==> config.mk <==
export PLATFORM = sky130hd
export DESIGN_NAME = sampler_voice_addr_ctrl
export DESIGN_NICKNAME = d
export VERILOG_FILES = /design/src/rtl/sampler_voice_addr_ctrl.sv
export SDC_FILE = /design/constraint.sdc
export NUM_CORES = 1
export LEC_CHECK = 0
export CORE_MARGIN = 4
export CORE_UTILIZATION = 58
export DETAILED_ROUTE_END_ITERATION = 16
export DONT_BUFFER_PORTS = 1
export PLACE_DENSITY = 0.76
export SLEW_MARGIN = 20
export SYNTH_ARGS = -nofsm -noshare
export SYNTH_HDL_FRONTEND = slang
export SYNTH_SLANG_ARGS = --single-unit
==> constraint.sdc <==
create_clock -name i_clk -period 4.95 [get_ports i_clk]
set_input_delay 1.2375 -clock i_clk [delete_from_list [all_inputs] [get_ports i_clk]]
set_output_delay 1.2375 -clock i_clk [all_outputs]
set_load 0.05 [all_outputs]
==> src/rtl/sampler_voice_addr_ctrl.sv <==
// sampler_voice_addr_ctrl
//   Polyphonic sample-address generator. Each sample tick (rising edge of
//   i_sample_clk) starts a frame that walks voices 0..NUM_VOICES-1. Each voice
//   gets at most one read on a shared sample-memory port. Base addresses come
//   from an external combinational keymapper driven through o_map_key.
//
// Ports
//   i_clk, i_rst_n    clock, asynchronous active-low reset
//   i_sample_clk      sample-rate strobe; a rising edge starts a frame
//   i_loop_en         1: voice restarts at its base after NOTE_LEN samples
//   i_keycodes        packed per-voice keycodes, voice v at [v*KEY_W +: KEY_W]
//   o_map_key         keycode of the voice being serviced (to keymapper)
//   i_map_addr        keymapper base address for o_map_key (same cycle)
//   i_map_invalid     keymapper reports o_map_key as unmapped
//   o_mem_req         sample-memory read request
//   o_mem_addr        read address, held while o_mem_req=1
//   o_mem_voice       voice index of the current request
//   i_mem_ack         memory accepted the request
//   o_voice_active    per-voice playing flag
//   o_frame_done      one-cycle pulse after the last voice of a frame
//   o_overrun         sticky: a tick arrived while a frame was in progress
module sampler_voice_addr_ctrl #(
  parameter int unsigned NUM_VOICES = 4,
  parameter int unsigned KEY_W      = 8,
  parameter int unsigned ADDR_W     = 20,
  parameter int unsigned CNT_W      = 16,
  parameter int unsigned NOTE_LEN   = 16000,
  localparam int unsigned VW        = (NUM_VOICES > 1) ? $clog2(NUM_VOICES) : 1
) (
  input  logic                        i_clk,
  input  logic                        i_rst_n,
  input  logic                        i_sample_clk,
  input  logic                        i_loop_en,
  input  logic [NUM_VOICES*KEY_W-1:0] i_keycodes,
  output logic [KEY_W-1:0]            o_map_key,
  input  logic [ADDR_W-1:0]           i_map_addr,
  input  logic                        i_map_invalid,
  output logic                        o_mem_req,
  output logic [ADDR_W-1:0]           o_mem_addr,
  output logic [VW-1:0]               o_mem_voice,
  input  logic                        i_mem_ack,
  output logic [NUM_VOICES-1:0]       o_voice_active,
  output logic                        o_frame_done,
  output logic                        o_overrun
);

  typedef enum logic [1:0] {StIdle, StServe, StWaitAck, StDone} state_e;

  state_e r_state;
  state_e w_state_nxt;

  logic                  r_sclk_q;
  logic                  r_overrun;
  logic [VW-1:0]         r_v;
  logic [ADDR_W-1:0]     r_mem_addr;
  logic [ADDR_W-1:0]     r_addr     [NUM_VOICES];
  logic [ADDR_W-1:0]     r_base     [NUM_VOICES];
  logic [CNT_W-1:0]      r_cnt      [NUM_VOICES];
  logic [KEY_W-1:0]      r_last_key [NUM_VOICES];
  logic [NUM_VOICES-1:0] r_finished;
  logic [NUM_VOICES-1:0] r_active;

  logic              w_edge;
  logic [KEY_W-1:0]  w_key;
  logic              w_silent;
  logic              w_new;
  logic              w_skip_fin;
  logic              w_last;
  logic              w_advance;
  logic [CNT_W-1:0]  w_cnt_next;
  logic              w_note_end;

  assign w_edge = i_sample_clk & ~r_sclk_q;

  always_comb begin
    w_key = '0;
    for (int i = 0; i < NUM_VOICES; i++) begin
      if (r_v == VW'(i)) w_key = i_keycodes[i*KEY_W +: KEY_W];
    end
  end

  // Service classification for voice r_v; first match wins.
  assign w_silent   = (w_key == '0) || i_map_invalid;
  assign w_new      = !w_silent && (w_key != r_last_key[r_v]);
  assign w_skip_fin = !w_silent && !w_new && r_finished[r_v];
  assign w_last     = (r_v == VW'(NUM_VOICES - 1));
  // cnt < NOTE_LEN < 2^CNT_W, so the increment cannot overflow.
  assign w_cnt_next = r_cnt[r_v] + CNT_W'(1);
  assign w_note_end = (w_cnt_next == CNT_W'(NOTE_LEN));

  always_ff @(posedge i_clk or negedge i_rst_n) begin
    if (!i_rst_n) r_state <= StIdle;
    else          r_state <= w_state_nxt;
  end

  always_comb begin
    w_state_nxt = r_state;
    w_advance   = 1'b0;
    case (r_state)
      StIdle:    if (w_edge) w_state_nxt = StServe;
      StServe: begin
        if (w_silent || w_skip_fin) w_advance = 1'b1;
        else                        w_state_nxt = StWaitAck;
      end
      StWaitAck: if (i_mem_ack) w_advance = 1'b1;
      StDone:    w_state_nxt = StIdle;
      default:   w_state_nxt = StIdle;
    endcase
    if (w_advance) w_state_nxt = w_last ? StDone : StServe;
  end

  always_ff @(posedge i_clk or negedge i_rst_n) begin
    if (!i_rst_n) begin
      r_sclk_q   <= 1'b0;
      r_overrun  <= 1'b0;
      r_v        <= '0;
      r_mem_addr <= '0;
      r_finished <= '0;
      r_active   <= '0;
      for (int i = 0; i < NUM_VOICES; i++) begin
        r_addr[i]     <= '0;
        r_base[i]     <= '0;
        r_cnt[i]      <= '0;
        r_last_key[i] <= '0;
      end
    end else begin
      r_sclk_q <= i_sample_clk;
      // Ticks during a frame are dropped but remembered.
      if (w_edge && (r_state != StIdle)) r_overrun <= 1'b1;
      if (w_advance && !w_last) r_v <= r_v + VW'(1);
      case (r_state)
        StIdle: if (w_edge) r_v <= '0;
        StServe: begin
          if (w_silent) begin
            r_active[r_v]   <= 1'b0;
            r_finished[r_v] <= 1'b0;
            r_last_key[r_v] <= w_key;
            r_cnt[r_v]      <= '0;
          end else if (w_new) begin
            r_addr[r_v]     <= i_map_addr;
            r_base[r_v]     <= i_map_addr;
            r_cnt[r_v]      <= '0;
            r_last_key[r_v] <= w_key;
            r_finished[r_v] <= 1'b0;
            r_active[r_v]   <= 1'b1;
            r_mem_addr      <= i_map_addr;
          end else if (!r_finished[r_v]) begin
            r_mem_addr <= r_addr[r_v];
          end
        end
        StWaitAck: begin
          if (i_mem_ack) begin
            if (w_note_end && i_loop_en) begin
              r_addr[r_v] <= r_base[r_v];
              r_cnt[r_v]  <= '0;
            end else if (w_note_end) begin
              r_finished[r_v] <= 1'b1;
              r_active[r_v]   <= 1'b0;
            end else begin
              r_addr[r_v] <= r_addr[r_v] + ADDR_W'(1);
              r_cnt[r_v]  <= w_cnt_next;
            end
          end
        end
        default: ;
      endcase
    end
  end

  assign o_map_key      = (r_state == StServe) ? w_key : '0;
  assign o_mem_req      = (r_state == StWaitAck);
  assign o_mem_addr     = r_mem_addr;
  assign o_mem_voice    = r_v;
  assign o_frame_done   = (r_state == StDone);
  assign o_voice_active = r_active;
  assign o_overrun      = r_overrun;

endmodule
Yosys cells after proc, flatten, opt, wreduce, memory -nomap -nowiden
Cells that the tools add are included.
{"block": "op_classes", "n_lt_le_gt_ge": 4, "addsub": 3, "bitwise_logic": 11, "muxes": 72, "eq_ne": 18, "reduce_logical": 27}
{"op": "two-way mux 80 bit", "n": 5}
{"op": "bitwise mux 80 bit", "n": 4}
{"op": "two-way mux 64 bit", "n": 5}
{"op": "case mux 80 bit (2 select lines)", "n": 1}
{"op": "two-way mux 20 bit", "n": 7}
{"op": "case mux 64 bit (2 select lines)", "n": 1}
{"op": "binary-select mux 20 bit (select 2 bit)", "n": 2}
{"op": "bitwise AND 64 bit", "n": 1}
{"op": "bitwise mux 64 bit", "n": 1}
{"op": "two-way mux 32 bit", "n": 2}
{"op": "two-way mux 8 bit", "n": 8}
{"op": "inverter 64 bit", "n": 1}
{"op": "two-way mux 16 bit", "n": 3}
{"op": "demux 20 bit (select 2 bit)", "n": 1}
{"op": "two-way mux 4 bit", "n": 10}
{"op": "binary-select mux 16 bit (select 2 bit)", "n": 1}
{"op": "bitwise mux 32 bit", "n": 1}
{"op": "demux 16 bit (select 2 bit)", "n": 1}
{"op": "adder 20 x 1 -> 20 bit, second input constant", "n": 1}
{"op": "adder 16 x 1 -> 16 bit, second input constant", "n": 1}
{"op": "binary-select mux 8 bit (select 2 bit)", "n": 1}
{"op": "demux 8 bit (select 2 bit)", "n": 1}
{"op": "== test 16 x 14 -> 1 bit, second input constant", "n": 1}
{"op": "case mux 4 bit (2 select lines)", "n": 2}
{"op": "other kinds (35)", "n": 73}
{"block": "word_totals", "wordCells": 158, "inputBits": 58, "out_inout_bits": 37, "reg_bits": 290}

Longest topological paths before layout
Gate-level depths: netlist of run 1.
{"block": "logic_depth", "ltp_word": 19, "depth_mapped": 21, "depth_no_buf": 11}

Least setup slack after synthesis of run 1
OpenSTA, ideal clock, no wires.
{"block": "synth_path", "path_kind": "reg2reg", "start": "register r_v[0] (netlist: o_mem_voice[0])", "end": "register r_cnt[62] (netlist bit)", "stages_incl_launch_ff": 21, "setup_ns": 0.128, "setup_slack_ns": -0.075, "t_required_ns": 4.822, "n_path_buf": 9, "arrival_ns": 4.897, "period_less_slack_ns": 5.025, "path_cell_list": "dfrtp_1 -> buf_4 -> buf_8 -> buf_6 -> buf_6 -> buf_4 -> buf_2 -> buf_2 -> inv_1 -> ha_1 -> clkbuf_1 -> a21oi_1 -> o21ai_0 -> a22o_1 -> nor4_1 -> a21oi_1 -> a41oi_1 -> nand2_1 -> nor2_2 -> buf_6 -> mux2_1"}
{"block": "synth_via", "elab_chain_cells": 11, "word_cells_on_any_way": 40, "classes_between": "add/sub (1); order compare (2); eq/ne (7); mux (19); bitwise (3); reduce/logical (8)"}
{"element": "start, declared", "line_no": "54", "text": "logic [VW-1:0] r_v;"}
{"element": "start signal, assigned", "line_no": "130", "text": "if (w_advance && !w_last) r_v <= r_v + VW'(1);"}
{"element": "parallel branches: the longest is 11 deep, another holds adder 16 x 1 -> 16 bit"}
{"element": "end signal, assigned by index", "line_no": "161", "text": "r_cnt[r_v] <= w_cnt_next;"}
{"element": "end, declared", "line_no": "58", "text": "logic [CNT_W-1:0] r_cnt [NUM_VOICES];"}
Parallel ways; which one is timed is not known. The select of a mux whose other input is x is not followed.
A chain may end at the register's enable or synchronous reset.

Worst setup path in the final report of run 1
{"block": "layout_path", "start": "register r_v[1] (netlist: o_mem_voice[1])", "end": "output port o_map_key[4]"}
{"block": "layout_via", "elab_chain_cells": 6, "word_cells_on_any_way": 9, "classes_between": "eq/ne (3); mux (5); reduce/logical (1)"}
{"element": "logical NOT 2 bit", "line_no": "78", "text": "if (r_v == VW'(i)) w_key = i_keycodes[i*KEY_W +: KEY_W];"}
{"element": "two-way mux 8 bit (3 in a row)", "line_no": "78"}
{"element": "two-way mux 8 bit (*)", "line_no": "78"}
{"element": "two-way mux 8 bit (*)", "line_no": "170", "text": "assign o_map_key = (r_state == StServe) ? w_key : '0;"}
{"element": "end, declared", "line_no": "35", "text": "output logic [KEY_W-1:0] o_map_key,"}
Every way passes the cells marked *; elsewhere a longest branch is shown, timed or not.

==> impl_metrics.tcl, run 1 <==
set metrics [dict create \
    clock_latency_ns 0.55 \
    synth_edf_count 0 \
    grt_usage_pct 22.6 \
    rsz0062_at_grt "false" \
    async_flop_share_pct 100 \
    hp-class "input pin to asynchronous set/reset pin" \
    yosysWarnings 0 \
    clk_path_buf_depth 3 \
    synth_cells 1101 \
    grt_use_met1_pct 30.9 \
    cts_setup_buffers 0 \
    die_w_um 167 \
    synth_ff_type "dfrtp_1" \
    yosys.cell_types.count 55 \
    cts_resized 0 \
    syn_area_per_cell_sq_um 13.3 \
    crit_start "o_mem_voice[1]" \
    worstReg2RegStart "o_mem_voice[1]" \
    period_share_pct 87.3 \
    setup_viol 0 \
    tns_ns 0 \
    antenna_found_initial 0 \
    pin_count 95 \
    cts-root-buf "clkbuf_16" \
    grt_pass1_vias 9539 \
    finalPower_mw 9.97 \
    synthMuxAreaShare_pct 31.1 \
    synthToLayoutAreaGrowth_pct 7.97 \
    routedWlPerCell_um 21.8 \
    cp_data_required_time_ns 3.71 \
    ff2ff_setup_slack_ns 0.74 \
    drt-total-wl_um 31400 \
    worstSetupEndpointType "output port" \
    timing.fmax_mhz 231 \
    rows 57 \
    dp_hpwl_um 19800 \
    portBuffers 0 \
    via_count 9026 \
    powerDensity_nw_per_um2 631 \
    synth_area_sq_um 14600 \
    syn_nets 1170 \
    drc_errors 0 \
    top_usage_layer "met2" \
    routed_via_density 6.27 \
    synth_xor_area_share_pct 2.33 \
    finalClockSkew_ns 0.0104 \
    period_minus_slack_ns 4.32 \
    grt_overflow 0 \
    synth_fa_ha_area_share_pct 0.940 \
    synth-seq-cells 290 \
    reg2reg_to "r_cnt[47]" \
    grtUsageMet3_pct 4.38 \
    fillers 1871 \
    numCtsBuffers 30 \
    drv_slew 0 \
    grt_util_met2_pct 38.4 \
    cp-start-kind "flop" \
    dieArea_sq_um 27800 \
    gp_congestion 0.820 \
    first_pass_iters 5 \
    relSlewSlack_pct 40.2 \
    outcome "finished clean" \
    detail-route-antenna-nets 0 \
    synth_top_family_by_area "multiplexers" \
    cts_tree "built" \
    power_leakage_nw 7.02 \
    synth_compound_area_share_pct 5.97 \
    worst_pin_slew_ns 0.898 \
    cp.arrival_ns 3.08 \
    die_h_um 167 \
    path_max_fanout 20 \
    design.core.area_sq_um 24600 \
    fin_nets 1163 \
    drt_iter0_drc 569 \
    grt_pass1_wl_um 51700 \
    crit_type "flop to output port" \
    htreeDepth 1 \
    finalHoldViolCount 0 \
    max-vdd-ir-drop_mv 0.401 \
    initial_utilization_pct 59.5 \
    cts.sinks 290 \
    cts_hold_buf 0 \
    drive_gt1_share_pct 31.7 \
    worstRegToRegCells 11 \
    drv_cap 0 \
    clk_pin_slew_ns 0.06 \
    grt_max_degree 291 \
    synth-seq-area-share_pct 49.6 \
    synth-simple-area-share_pct 6.97 \
    diodes 0 \
]
where the power goes:
group	internal (mW)	switching, mW	leakage [nW]
logic	1.81	1.95	2.85
registers	3.21	0.800	3.68
clock network	1.27	0.929	0.492
Yosys cell counts, drive strengths merged (3+ instances only):
library cell / number / area, sq um
nand2: 50 / 188
xor2: 22 / 193
nand3: 10 / 50.1
dfrtp: 290 / 7260
and3: 9 / 56.3
o21ai: 23 / 115
nor2b: 3 / 18.8
o22a: 4 / 35.0
o211ai: 4 / 30.0
a22o: 8 / 70.1
inv: 18 / 67.6
a31oi: 18 / 113
ha: 11 / 138
and2: 14 / 87.6
nor2: 84 / 325
and4: 5 / 46.3
buf: 42 / 317
mux2: 242 / 2730
xnor2: 17 / 149
clkbuf: 20 / 75.1
a211oi: 4 / 80.1
nor4: 7 / 77.6
nand4: 10 / 92.6
nor3: 3 / 15.0
o21a: 3 / 22.5
a21oi: 58 / 290
mux2i: 36 / 360
mux4: 65 / 1460
placed cells by master (no fill, tap or decap), types with 4 or more instances in the layout:
cell,instances
ha_1,10
nand2_1,50
o22a_1,4
clkbuf_8,7
dfrtp_1,288
and4_1,4
mux2_2,193
xnor2_1,17
a22o_1,8
a21oi_1,58
mux2i_1,36
a211oi_4,4
clkbuf_16,30
xor2_1,22
nand3_1,10
nor2_1,80
o21ai_0,23
mux2_1,49
o211ai_1,4
clkinv_2,11
buf_4,23
nor2_2,4
nand4_1,8
and3_1,9
and2_1,13
a31oi_1,18
inv_1,18
mux4_2,65
worst max-delay path by stage:
stage | endpoint | cells after the start
after floorplan | r_cnt[62] | 20
after global placement | r_addr[34] | 12
after detailed placement | o_mem_addr[19] | 10
after CTS | o_map_key[4] | 6
after global routing | r_cnt[60] | 11
final | o_map_key[4] | 6
state kept, by name, indices dropped and copies added (netlist names), named ones only:
name	count
o_mem_addr	20
r_state	2
r_base	80
r_sclk_q	1
o_overrun	1
r_last_key	32
r_addr	80
o_mem_voice	2
r_cnt	64
cell families after synthesis:
group           after synthesis
xor+xnor                     39
simple gates                204
buf+inv                      80
mux                         343
flops                       290
fa+ha+maj                    11
compound gates              134
layout make-up:
type	count	area (sq um)	area share, %
Multi-Input combinational cell	731	6930	43.8
Clock inverter	14	110	0.697
Clock buffer	40	858	5.43
Inverter	18	67.6	0.427
Tap cell	324	405	2.56
Timing Repair Buffer	23	173	1.09
Sequential cell	290	7260	46.0
critical path: stages, from the launching register on:
cell     delay (ns)
dfrtp_4        0.64
inv_1          0.14
ha_1           0.60
a21oi_1        0.13
o21ai_0        0.18
a22o_1         0.34
and2_1         0.49
routing by layer:
layer	wire length [um]	up-vias	share of wire, %
met2	15500	225	49
li1	-	4040	-
met1	13700	4721	44
met4	467	0	1.5
met5	0	-	0
met3	1710	40	5.5
stage by stage:
stage                     utilization (%)  cell area, sq um  setup WS [ns]  cells  hold slack [ns]
after floorplan                         -             14600         0.0856   1101            0.452
after global placement               60.3             14800          0.847   1386            0.462
after detailed placement             60.3             14800          0.776   1386            0.471
after CTS                            64.2             15800          0.638   1440            0.363
after global routing                 64.2             15800          0.341   1440            0.358
final                                64.2             15800          0.630   1440            0.388
No activity file was read; power rests on OpenSTA's default activity.
==> inputs of run 2 (changes only) <==
--- a/config.mk
+++ b/config.mk
@@ -5,11 +5,10 @@
 export SDC_FILE = /design/constraint.sdc
 export NUM_CORES = 1
 export LEC_CHECK = 0
-export CORE_MARGIN = 4
-export CORE_UTILIZATION = 58
+export ABC_AREA = 1
+export CORE_UTILIZATION = 55
 export DETAILED_ROUTE_END_ITERATION = 16
-export DONT_BUFFER_PORTS = 1
-export PLACE_DENSITY = 0.76
+export PLACE_DENSITY = 0.77
 export SLEW_MARGIN = 20
 export SYNTH_ARGS = -nofsm -noshare
 export SYNTH_HDL_FRONTEND = slang
==> run 2 against run 1 <==
Synthesized cell count increased by 110%. Cell count rose by 94%. Via count increased by 77%. Register-to-register slack got worse by 0.37 ns. Sequential cell count did not move. Clock power grew 9.5%. Clock skew is 0.017 ns higher.
==> impl_metrics.tcl, run 2 <==
set metrics [dict create \
    p_switching_mw 7.04 \
    synth.top_cell.area_share_pct 44.0 \
    drive_gt1_share_pct 7.06 \
    die_h_um 175 \
    gp_congestion 0.935 \
    synth-simple-area-share_pct 36.0 \
    design.core.area_sq_um 29600 \
    synth_compound_area_share_pct 9.41 \
    synth-seq-area-share_pct 44.0 \
    cts-root-buf "clkbuf_16" \
    top_regs "r_addr: 80 flops, r_base: 80 flops, r_cnt: 64 flops" \
    drt_iter0_drc 1733 \
    powerDensity_nw_per_um2 769 \
    cts_hold_buf 0 \
    cp.arrival_ns 5.08 \
    drc_errors 0 \
    dp.cells 2739 \
    grt_usage_pct 31.5 \
    synth_fa_ha_area_share_pct 0.835 \
    seq_power_share_pct 29.0 \
    syn_nets 2411 \
    whs_ns 0.472 \
    grt_overflow 0 \
    synth-seq-cells 290 \
    synth_area_sq_um 16500 \
    synth_edf_count 0 \
    synth_common_cells "nand2_1 (853), dfrtp_1 (290), nor2_1 (258)" \
    portBuffers 94 \
    intPower_mw 7.39 \
    syn_area_per_cell_sq_um 7.04 \
    path_max_fanout 38 \
    final_common_cell "nand2_1" \
    yosysMostFrequentCell "nand2_1" \
    async_flop_share_pct 100 \
    routedWlPerCell_um 17.2 \
    drv_cap 0 \
    synth_xor_area_share_pct 1.22 \
    pwr-share-clk_pct 16.7 \
    power_leakage_nw 9.65 \
    antenna_found_initial 0 \
    initial_utilization_pct 55.8 \
    finalClockSkew_ns 0.0270 \
    rows 63 \
    grt_pass1_wl_um 77800 \
    synth_cells 2342 \
    drt-total-wl_um 48000 \
    yosys.cell_types.count 41 \
    rsz0062_at_grt "false" \
    outcome "finished clean" \
    grt_max_degree 111 \
    fin_nets 2451 \
    critPathCapture "r_addr[58]" \
    switching_share_pct 48.8 \
    synth_top_family_by_area "simple AND/OR/NAND/NOR gates" \
    clk_pin_slew_ns 0.06 \
    cts_setup_buffers 0 \
    reg2reg_to "r_addr[58]" \
    dieArea_sq_um 30700 \
    finalPower_mw 14.4 \
    worstSetupEndpointType "flop" \
    cp-start-kind "flop" \
    postPlaceCellArea_sq_um 17700 \
    routed_via_density 5.72 \
    clk_path_buf_depth 3 \
    synth.area.top_cells "dfrtp_1 (44%), nand2_1 (19%), nand3_1 (6.5%)" \
    synthMuxAreaShare_pct 0 \
    layout_common_cells "nand2_1 (853), dfrtp_1 (288), nor2_1 (258)" \
    crit_start "o_mem_voice[0]" \
    worstRegToRegCells 23 \
    period_minus_slack_ns 4.58 \
    dp_hpwl_um 30500 \
    finalNonFillerCells 2797 \
    synth_ff_type "dfrtp_1" \
    cts.sinks 290 \
    drv_slew 0 \
    finalHoldViolCount 0 \
    timing.fmax_mhz 218 \
    tns_ns 0 \
    detail-route-antenna-nets 0 \
    worst_pin_slew_ns 0.925 \
    numCtsBuffers 31 \
    pin_count 95 \
    clock_latency_ns 0.59 \
    cts_resized 0 \
    cts_tree "built" \
    synthToLayoutAreaGrowth_pct 13.9 \
    first_pass_iters 8 \
    die_w_um 175 \
    hp-class "flop to flop" \
    relSlewSlack_pct 38.3 \
    diodes 0 \
    grt_pass1_vias 15134 \
    via_count 16009 \
    yosysWarnings 0 \
    max-vdd-ir-drop_mv 0.497 \
    synth_top_cell_by_area "dfrtp_1" \
    p_comb_share_pct 54.3 \
    fin_area_sq_um 18800 \
    period_share_pct 92.5 \
    worstReg2RegStart "o_mem_voice[0]" \
    cp_data_required_time_ns 5.45 \
    htreeDepth 1 \
    crit_type "flop to flop" \
    setup_viol 0 \
    ff2ff_setup_slack_ns 0.37 \
]
run 2: final cells by class:
type / instances / area (sq um)
Clock buffer: 43 / 901
Tap cell: 390 / 488
Multi-Input combinational cell: 1725 / 7830
Sequential cell: 290 / 7260
Timing Repair Buffer: 135 / 1370
Clock inverter: 15 / 165
Fill cell: 2626 / 10800
Inverter: 199 / 749
run 2: layer usage:
metal | up-vias | track usage (%) | share of wire, %
met4 | 0 | 11.9 | 3.2
met2 | 857 | 51.7 | 46
met5 | - | 0 | 0
li1 | 7498 | - | -
met3 | 126 | 3.55 | 9.4
met1 | 7528 | 43.0 | 41
run 2: how the worst min path moves through the flow:
stage,startpoint,to,cells after the start
after floorplan,r_cnt[48],r_cnt[48],2
after global placement,r_cnt[48],r_cnt[48],2
after detailed placement,r_addr[37],r_addr[37],2
after CTS,r_addr[37],r_addr[37],2
after global routing,r_addr[38],r_addr[38],2
final,o_overrun,o_overrun,1
run 2: critical path, stage by stage, from the launching register on:
cell	delay, ns
dfrtp_4	0.67
inv_4	0.32
buf_4	0.35
nand2_1	0.12
nand2_1	0.07
nand2_1	0.05
nand2_1	0.16
ha_1	0.21
nand3_2	0.14
inv_2	0.10
nand2_1	0.08
nor2_2	0.22
nand2_1	0.08
nand2_1	0.06
nand2_1	0.11
inv_2	0.10
nand2_2	0.07
nor2_4	0.35
nand4_4	0.24
nand2_1	0.20
nor2_1	0.08
inv_2	0.45
nand2_1	0.13
nand2_1	0.09
run 2: per-stage QoR:
step | setup slack (ns) | utilization (%)
after global routing | 0.0535 | 63.5
after global placement | 0.640 | 59.9
after detailed placement | 0.526 | 59.9
after CTS | 0.408 | 63.5
after floorplan | 0.210 | -
final | 0.373 | 63.5
run 2: logic make-up (layout without fill, tap and decap cells):
logic type / Yosys count / count (layout)
XOR/XNOR: 23 / 23
adder cells (fa/ha/maj): 11 / 11
AND/OR/NAND/NOR: 1419 / 1419
buffers and inverters: 327 / 392
flip-flops: 290 / 290
AO/OA/AOI/OAI: 272 / 272
run 2: power groups by stage:
stage                     Sequential, mW  Combinational (mW)  Clock, mW
after detailed placement            4.18                7.68          0
after global placement              4.16                7.48          0
after global routing                4.30                8.71       2.53
after CTS                           4.16                7.74       2.45
final                               4.19                7.84       2.41
after floorplan                     4.30                5.43          0
